==> src/rtl/alu_pkg.sv <==
// Shared types for the sequential ALU: op codes, FSM states and width helpers.
package alu_pkg;

  localparam int unsigned N_DEF   = 32;
  localparam int unsigned OPW_DEF = 4;
  localparam int unsigned SHW     = $clog2(N_DEF);

  typedef enum logic [OPW_DEF-1:0] {
    OP_AND   = 4'd0,
    OP_OR    = 4'd1,
    OP_ADD   = 4'd2,
    OP_SLL   = 4'd3,
    OP_XOR   = 4'd4,
    OP_SRL   = 4'd5,
    OP_SUB   = 4'd6,
    OP_SLT   = 4'd7,
    OP_SRA   = 4'd8,
    OP_MUL   = 4'd9,
    OP_MULHU = 4'd10,
    OP_DIVU  = 4'd11,
    OP_REMU  = 4'd12
  } alu_op_t;

  typedef enum logic [1:0] {
    IDLE = 2'd0,
    BUSY = 2'd1,
    DONE = 2'd2
  } alu_state_t;

  // True for the op codes handled by the iterative multiply/divide unit.
  function automatic logic is_muldiv(input logic [OPW_DEF-1:0] op);
    return (op == OP_MUL) || (op == OP_MULHU) || (op == OP_DIVU) || (op == OP_REMU);
  endfunction

endpackage

==> src/rtl/alu_muldiv_iter.sv <==
// Iterative unsigned multiply (shift-add) and restoring divide, one step per cycle.
// The start cycle already performs step 1 on the incoming operands, so done pulses n-1 cycles later.
module alu_muldiv_iter #(
  parameter int unsigned N = 32
) (
  input  logic         clk,
  input  logic         rst,
  input  logic         start,
  input  logic         is_div,
  input  logic         want_hi,
  input  logic [N-1:0] a,
  input  logic [N-1:0] b,
  output logic         done,
  output logic [N-1:0] result
);

  localparam int unsigned CW = $clog2(N) + 1;

  logic [N-1:0]  hi_q, hi_d, lo_q, lo_d, m_q, m_d, result_q, result_d;
  logic [CW-1:0] cnt_q, cnt_d;
  logic          busy_q, busy_d, div_q, div_d, sel_q, sel_d, done_q, done_d;

  // Current step operands: fresh from the ports on start, from the registers otherwise.
  logic [N-1:0] cur_hi, cur_lo, cur_m;
  logic         cur_div;
  logic [N:0]   add_c, mul_sum;
  logic [N:0]   shifted;
  logic [N-1:0] diff;
  logic         ge;
  logic [N-1:0] step_hi, step_lo;

  always_comb begin
    cur_hi  = start ? '0 : hi_q;
    cur_lo  = start ? (is_div ? a : b) : lo_q;
    cur_m   = start ? (is_div ? b : a) : m_q;
    cur_div = start ? is_div : div_q;

    add_c   = {1'b0, cur_hi} + {1'b0, cur_m};
    mul_sum = cur_lo[0] ? add_c : {1'b0, cur_hi};

    shifted = {cur_hi, cur_lo[N-1]};
    diff    = shifted[N-1:0] - cur_m;
    ge      = (shifted >= {1'b0, cur_m});

    if (cur_div) begin
      step_hi = ge ? diff : shifted[N-1:0];
      step_lo = {cur_lo[N-2:0], ge};
    end else begin
      step_hi = mul_sum[N:1];
      step_lo = {mul_sum[0], cur_lo[N-1:1]};
    end
  end

  always_comb begin
    hi_d     = hi_q;
    lo_d     = lo_q;
    m_d      = m_q;
    cnt_d    = cnt_q;
    busy_d   = busy_q;
    div_d    = div_q;
    sel_d    = sel_q;
    result_d = result_q;
    done_d   = 1'b0;
    if (start) begin
      hi_d   = step_hi;
      lo_d   = step_lo;
      m_d    = cur_m;
      div_d  = is_div;
      sel_d  = want_hi;
      cnt_d  = CW'(1);
      busy_d = 1'b1;
    end else if (busy_q) begin
      hi_d  = step_hi;
      lo_d  = step_lo;
      cnt_d = cnt_q + 1'b1;
      if (cnt_q == CW'(N - 1)) begin
        busy_d   = 1'b0;
        done_d   = 1'b1;
        result_d = sel_q ? step_hi : step_lo;
      end
    end
  end

  always_ff @(posedge clk) begin
    if (rst) begin
      hi_q     <= '0;
      lo_q     <= '0;
      m_q      <= '0;
      cnt_q    <= '0;
      busy_q   <= 1'b0;
      div_q    <= 1'b0;
      sel_q    <= 1'b0;
      done_q   <= 1'b0;
      result_q <= '0;
    end else begin
      hi_q     <= hi_d;
      lo_q     <= lo_d;
      m_q      <= m_d;
      cnt_q    <= cnt_d;
      busy_q   <= busy_d;
      div_q    <= div_d;
      sel_q    <= sel_d;
      done_q   <= done_d;
      result_q <= result_d;
    end
  end

  assign done   = done_q;
  assign result = result_q;

endmodule

==> src/rtl/alu_seq.sv <==
// Handshaked sequential ALU: single-cycle simple ops, optional iterative MUL/DIV.
// Build option: define ALU_SEQ_MULDIV_EN to enable ops 9-12 (otherwise they are illegal).
module alu_seq
  import alu_pkg::*;
#(
  parameter int unsigned n   = N_DEF,
  parameter int unsigned OPW = OPW_DEF
) (
  input  logic           clk,
  input  logic           rst,
  input  logic           in_valid,
  output logic           in_ready,
  input  logic [n-1:0]   a,
  input  logic [n-1:0]   b,
  input  logic [OPW-1:0] op,
  output logic           out_valid,
  input  logic           out_ready,
  output logic [n-1:0]   r,
  output logic           zero,
  output logic           ovf,
  output logic           illegal
);

  localparam int unsigned SHAMT_W = $clog2(n);

  alu_state_t   state_q, state_d;
  logic [n-1:0] r_q, r_d;
  logic         zero_q, zero_d, ovf_q, ovf_d, ill_q, ill_d;
  logic         out_valid_q, out_valid_d, in_ready_q, in_ready_d;
  logic         accept_c;

  logic [n-1:0]       res_c, sum_c, b_neg_c;
  logic               res_ovf_c, res_ill_c;
  logic [SHAMT_W-1:0] shamt_c;

  assign accept_c = in_valid && in_ready_q;

  // Single-cycle datapath evaluated directly on the operands being accepted.
  always_comb begin
    res_c     = '0;
    res_ovf_c = 1'b0;
    res_ill_c = 1'b0;
    sum_c     = '0;
    b_neg_c   = ~b + n'(1);
    shamt_c   = b[SHAMT_W-1:0];
    case (op)
      OP_AND: res_c = a & b;
      OP_OR:  res_c = a | b;
      OP_XOR: res_c = a ^ b;
      OP_ADD: begin
        sum_c     = a + b;
        res_c     = sum_c;
        res_ovf_c = (a[n-1] == b[n-1]) && (sum_c[n-1] != a[n-1]);
      end
      OP_SUB: begin
        sum_c     = a + b_neg_c;
        res_c     = sum_c;
        res_ovf_c = (a[n-1] == b_neg_c[n-1]) && (sum_c[n-1] != a[n-1]);
      end
      OP_SLT: res_c = {{(n-1){1'b0}}, ($signed(a) < $signed(b))};
      OP_SLL: res_c = a << shamt_c;
      OP_SRL: res_c = a >> shamt_c;
      OP_SRA: res_c = $unsigned($signed(a) >>> shamt_c);
`ifdef ALU_SEQ_MULDIV_EN
      OP_MUL, OP_MULHU, OP_DIVU, OP_REMU: res_c = '0;
`endif
      default: res_ill_c = 1'b1;
    endcase
  end

`ifdef ALU_SEQ_MULDIV_EN
  logic         md_start_c;
  logic         md_done;
  logic [n-1:0] md_result;

  alu_muldiv_iter #(
    .N(n)
  ) u_muldiv (
    .clk     (clk),
    .rst     (rst),
    .start   (md_start_c),
    .is_div  ((op == OP_DIVU) || (op == OP_REMU)),
    .want_hi ((op == OP_MULHU) || (op == OP_REMU)),
    .a       (a),
    .b       (b),
    .done    (md_done),
    .result  (md_result)
  );
`endif

  // Control FSM and output register next-state.
  always_comb begin
    state_d = state_q;
    r_d     = r_q;
    zero_d  = zero_q;
    ovf_d   = ovf_q;
    ill_d   = ill_q;
`ifdef ALU_SEQ_MULDIV_EN
    md_start_c = 1'b0;
`endif
    case (state_q)
      IDLE: begin
        if (accept_c) begin
          state_d = DONE;
          r_d     = res_c;
          zero_d  = (res_c == '0);
          ovf_d   = res_ovf_c;
          ill_d   = res_ill_c;
`ifdef ALU_SEQ_MULDIV_EN
          if (is_muldiv(op)) begin
            state_d    = BUSY;
            md_start_c = 1'b1;
          end
`endif
        end
      end
`ifdef ALU_SEQ_MULDIV_EN
      BUSY: begin
        if (md_done) begin
          state_d = DONE;
          r_d     = md_result;
          zero_d  = (md_result == '0);
          ovf_d   = 1'b0;
          ill_d   = 1'b0;
        end
      end
`endif
      DONE: begin
        if (out_ready) state_d = IDLE;
      end
      default: state_d = IDLE;
    endcase
    out_valid_d = (state_d == DONE);
    in_ready_d  = (state_d == IDLE);
  end

  always_ff @(posedge clk) begin
    if (rst) begin
      state_q     <= IDLE;
      r_q         <= '0;
      zero_q      <= 1'b1;
      ovf_q       <= 1'b0;
      ill_q       <= 1'b0;
      out_valid_q <= 1'b0;
      in_ready_q  <= 1'b0;
    end else begin
      state_q     <= state_d;
      r_q         <= r_d;
      zero_q      <= zero_d;
      ovf_q       <= ovf_d;
      ill_q       <= ill_d;
      out_valid_q <= out_valid_d;
      in_ready_q  <= in_ready_d;
    end
  end

  assign in_ready  = in_ready_q;
  assign out_valid = out_valid_q;
  assign r         = r_q;
  assign zero      = zero_q;
  assign ovf       = ovf_q;
  assign illegal   = ill_q;

endmodule

==> config.mk <==
export PLATFORM = sky130hd
export DESIGN_NAME = alu_seq
export DESIGN_NICKNAME = d
export VERILOG_FILES = /design/src/rtl/alu_pkg.sv /design/src/rtl/alu_muldiv_iter.sv /design/src/rtl/alu_seq.sv
export SDC_FILE = /design/constraint.sdc
export NUM_CORES = 1
export LEC_CHECK = 0
export ABC_AREA = 1
export BUFFER_PORTS_ARGS = -buffer_cell sky130_fd_sc_hd__buf_4
export CAP_MARGIN = 25
export CELL_PAD_IN_SITES_DETAIL_PLACEMENT = 1
export CELL_PAD_IN_SITES_GLOBAL_PLACEMENT = 1
export CORE_UTILIZATION = 45
export DETAILED_ROUTE_END_ITERATION = 16
export GPL_ROUTABILITY_DRIVEN = 0
export PLACE_DENSITY = 0.87
export SETUP_SLACK_MARGIN = 0.3
export SLEW_MARGIN = 20
export SYNTH_ARGS = -nofsm -noshare
export SYNTH_HDL_FRONTEND = slang
export SYNTH_SLANG_ARGS = --single-unit
export TNS_END_PERCENT = 30
==> constraint.sdc <==
create_clock -name clk -period 10.1 [get_ports clk]
set_clock_uncertainty 0.1 [all_clocks]
set_input_delay 0.505 -clock clk [delete_from_list [all_inputs] [get_ports clk]]
set_output_delay 0.505 -clock clk [all_outputs]
set_load 0.01 [all_outputs]
* Yosys cells after proc, flatten, opt, wreduce, memory -nomap -nowiden
Index checks and enable logic that the tools add are counted.
** Operators by class
- Bitwise operators :: 4
- Mux-type cells :: 6
- Shift operators :: 3
- Add/sub/neg operators :: 3
- Equality and inequality tests :: 14
- Magnitude comparators :: 1
- Reductions and logical operators :: 9
** Operators by type and width (count)
- $pmux 32 s9 :: 1
- $add 32x32->32 :: 2
- $add 32x1->32 const B :: 1
- $and 32x32->32 :: 1
- $logic_not 32->1 :: 1
- $lt 32x32->1 :: 1
- $not 32->32 :: 1
- $or 32x32->32 :: 1
- $shl 32x5->32 :: 1
- $shr 32x5->32 :: 1
- $sshr 32x5->32 :: 1
- $xor 32x32->32 :: 1
- $eq 4x3->1 const B :: 4
- $reduce_or 9->1 :: 1
- $eq 4x2->1 const B :: 2
- $eq 2x2->1 const B :: 2
- $eq 4x1->1 const B :: 1
- $eq 4x4->1 const B :: 1
- $logic_not 2->1 :: 2
- $logic_not 4->1 :: 1
- $mux 2 :: 2
- $pmux 2 s2 :: 1
- $logic_and 1x1->1 :: 3
- $eq 1x1->1 :: 2
- 4 further kinds :: 5
** Storage, ports and cells
- Input port bits :: 72
- Bits in registers :: 39
- Output and inout bits :: 37
- Logic and storage cells :: 47

* Logic depth before layout (Yosys ltp)
- Word-level depth :: 6
- Mapped depth :: 33
- Gate-level depth less buffers :: 30

* Worst setup path before layout
No wires, ideal clock.
- Kind :: input port to flip-flop
- From :: input b[1]
- To :: register zero_q, in the netlist zero
- Stages :: 33
- Arrival :: 4.063 ns
- Slack :: 5.878 ns
- Library setup time :: 0.059 ns
- Path buffers :: 3
- Required time :: 9.941 ns
- Path through :: buf_2 inv_2 buf_6 buf_2 ha_1 nand3_4 nor2_4 nand2_2 nor2_4 nand3_2 nor4_4 nand4_2 nor2_2 nand2_1 xor2_1 inv_1 ha_1 nand2_1 nor2_1 inv_1 nor3_1 nand2_1 nand2_1 nand2_1 nand3_1 nand2_1 nor2_1 nand2_1 nor2_1 nand2_1 nor2_1 nand2_1 nand2_1
** On the way
- Word-level cells in the longest chain between the ends :: 5
- Elaborated cells between the ends (all ways) :: 13
- Those cells by class :: add/sub: 3; order compare: 1; shift: 3; mux: 1; bitwise: 4; reduce/logical: 1
** RTL lines
- from (decl) :: line alu_seq.sv:14 : input logic [n-1:0] b,
- $not 32->32 :: line alu_seq.sv:44 : b_neg_c = ~b + n'(1);
- $add 32x1->32 :: line alu_seq.sv:44
- $add 32x32->32 :: line alu_seq.sv:56 : sum_c = a + b_neg_c;
- $pmux 32 s9 * :: line alu_seq.sv:46 : case (op)
- $logic_not 32->1 * :: line alu_seq.sv:106 : zero_d = (res_c == '0);
- to (signal assigned) :: line alu_seq.sv:149 : zero_q <= zero_d;
- to (decl) :: line alu_seq.sv:28 : logic zero_q, zero_d, ovf_q, ovf_d, ill_q, ill_d;
Every way passes the cells marked *; elsewhere a longest branch is shown, timed or not.
A chain may end at the register's enable or synchronous reset.

* Worst setup path after layout
Same ends and word-level chain as after synthesis.

==> metrics.txt <==
synth cell count leaders 820 x nand2_1, 452 x nand3_1, 332 x inv_1, 279 x nor2_1, 135 x ha_1; Most common cell on crit path nand2_1; drt drc 0; Syn-to-layout area delta 8.326%; Worst path max stage delay 610 ps; post-synthesis simple-gate area fraction 55.37%; Ys Warns 0; TritonCTS buffer count 5; post-route minimum period 5566 ps; largest family of logic cells by synthesized area simple AND/OR/NAND/NOR gates; Synth area leader nand2_1; Syn Nets 2723; layout net count around 2800; Clock Pin Slew Worst Setup and Hold Paths ~60 ps; Max IR drop VDD 0.05890 mV; max-slew violation count 0; initial antenna violation count 2; H-tree levels 2; Seq/Total Area, Yosys 6.077%; WHS 376.1 ps; worst rel slew slack 32.95%; clk_lat worst skew 290 ps; number of distinct library cells after synthesis 49; Worst Hold Class in2reg; DP Worst Slack 4508 ps; Initial DRC Count 1679; Final Cycle Share around 55%; clock root cell clkbuf_16; PortBufs 108; Arrival @ worst endpoint 5700 ps; Final Setup Violations 0; Mapped Cells 2514; largest net degree at the start of global routing 73; Worst-Margin Slew 1002 ps; cell area after synthesis 0.01285 mm²; setup bufs post-CTS 0; PostCTS Resize Cnt 0; Max Freq 179.7 MHz; slowest CP cell buf_4; Synth Area in XOR/XNOR under 10%; first-pass GRT wire length 96380 µm; FILL cells around 4400; Routed WL per cell approximately 22 µm; Adder-Cell Fraction of Synth Area 13.46%; LEAKAGE 0.007821 µW; Power, Total 1022 µW; final core utilization between 40% and 50%; Post-DP HPWL 51660 µm; RSZ-0062 raised after global routing false; Yosys top cell area share 23.96%; post-synthesis compound-gate area fraction 9.884%; vias 17700; Horiz. Die Dim 171.0 µm; Remaining Overflow, GRT 0; CTS Sinks 39; I/O pins 109; total track usage 42.98%; most common flop cell mapped by yosys dfxtp_1; initial core utilization 46.00%; count leader, synth nand2_1; Antenna Nets Post-Route 0; FF+latch count, synth 39; Core ar. 0.02793 mm²; CP Capture Type flip-flop; outcome finished clean; element type at the critical path start primary input; fraction of layout cells with a size suffix above 1 ~6%; final hold vios 0; pwr/cell area 73.45 mW/mm²; Total Wirelength between 60000 and 70000 µm; mux cell area share after synthesis 0%; critical path peak fanout 72; Pre-antenna DRT Iters 5; critical path required time between 10000 and 15000 ps; post-synthesis async set-or-reset flop share 0%; worst setup margin 4534 ps; Maximum Capacitance Violations 0; Setup TNS 0 ps; clock buffer depth 2; vias per std cell 6.036; clock tree from TritonCTS yes; EDFF count, synth 0; vias in the first global route 17520; top cells by area, synth nand2_1 24%, nand3_1 18%, ha_1 13%; Die Y-Extent 171.0 µm; cts-stage hold buffer count 0; Mean Syn Cell Area 5.111 µm²; DIE AREA 0.02923 mm²; WS Path Type in2reg; Row Count 61
## area by class of cell
cell class | count | area [µm²] | share of cell area (%)
Inverter | 342 | 1292 | 9.286
Timing Repair Buffer | 115 | 863.3 | 6.203
Clock buffer | 6 | 128.9 | 0.9259
Sequential cell | 39 | 780.7 | 5.610
Tap cell | 378 | 473.0 | 3.398
Antenna cell | 1 | 2.502 | 0.01798
Clock inverter | 2 | 12.51 | 0.08990
Multi-Input combinational cell | 2049 | 10360 | 74.47
## flip-flops by register name (all words and copies together) (netlist names)
| register | flops |
|---|---|
| illegal | 1 |
| in_ready | 1 |
| out_valid | 1 |
| ovf | 1 |
| r | 32 |
| state_q | 2 |
| zero | 1 |
## per-stage QoR
stage | cell area (µm²) | std cells
3_5_place_dp | 13770 | 2923
4_1_cts | 13920 | 2931
5_1_grt | 13920 | 2931
6_report | 13920 | 2932
2_1_floorplan | 12850 | 2514
3_3_place_gp | 13770 | 2923
## logic make-up after synthesis
| family | after synthesis |
|---|---|
| other | 1 |
| adders and majority gates | 137 |
| DFF | 39 |
| xor gates and xnor gates | 27 |
| and+or+nand+nor | 1659 |
| AOI/OAI and AO/OA | 225 |
| buffers and inverters | 426 |
## where the power goes
group	total (µW)	switching, µW	internal [µW]
registers	167	5.22	162
logic	695	493	202
clock network	160	68.3	91.3
total	1020	567	456
## critical path: cells and delay by family
| family | cells | cell delay, ps |
|---|---|---|
| adders and majority gates | 2 | 720 |
| buffers and inverters | 4 | 1090 |
| and+or+nand+nor | 26 | 3310 |
## metal layers
layer	GRT usage, %	wire [µm]
met1	52.72	25000
met2	69.81	27840
met3	8.860	6354
met4	23.87	4101
met5	0	13
## cell usage in the layout (no fill, tap or decap), types with 3 or more instances in the layout
cell | synthesis | routed
xnor2_1 | 4 | 4
nor2_4 | 4 | 4
o21bai_1 | 8 | 8
inv_2 | 6 | 6
o21ai_0 | 56 | 56
dfxtp_1 | 39 | 39
nand3b_1 | 16 | 16
clkbuf_16 | 0 | 5
nor2_2 | 4 | 4
o21ai_1 | 3 | 3
nand2_2 | 6 | 6
o22ai_1 | 14 | 14
or2_2 | 3 | 3
nor3_1 | 29 | 28
xor2_1 | 23 | 23
buf_4 | 1 | 115
ha_1 | 135 | 135
nor4_1 | 5 | 5
o211ai_1 | 23 | 23
a21oi_1 | 105 | 105
nand2_1 | 820 | 820
nand3_1 | 452 | 452
nand4_1 | 32 | 32
o2111ai_1 | 6 | 6
inv_1 | 332 | 332
nor2_1 | 279 | 279
## final timing paths
path                            slack, ps                start  cells after the start                    end
worst min-delay path                  380                  rst                      2  state_q[1]$_SDFF_PP0_
worst max register to register       7230  in_ready$_SDFF_PP0_                     15      zero$_SDFFE_PP1P_
worst min register to register        400   r[19]$_SDFFE_PP0P_                      2     r[19]$_SDFFE_PP0P_
worst max-delay path                 4530                 b[1]                     32      zero$_SDFFE_PP1P_
Power figures use the tool's default switching activity.
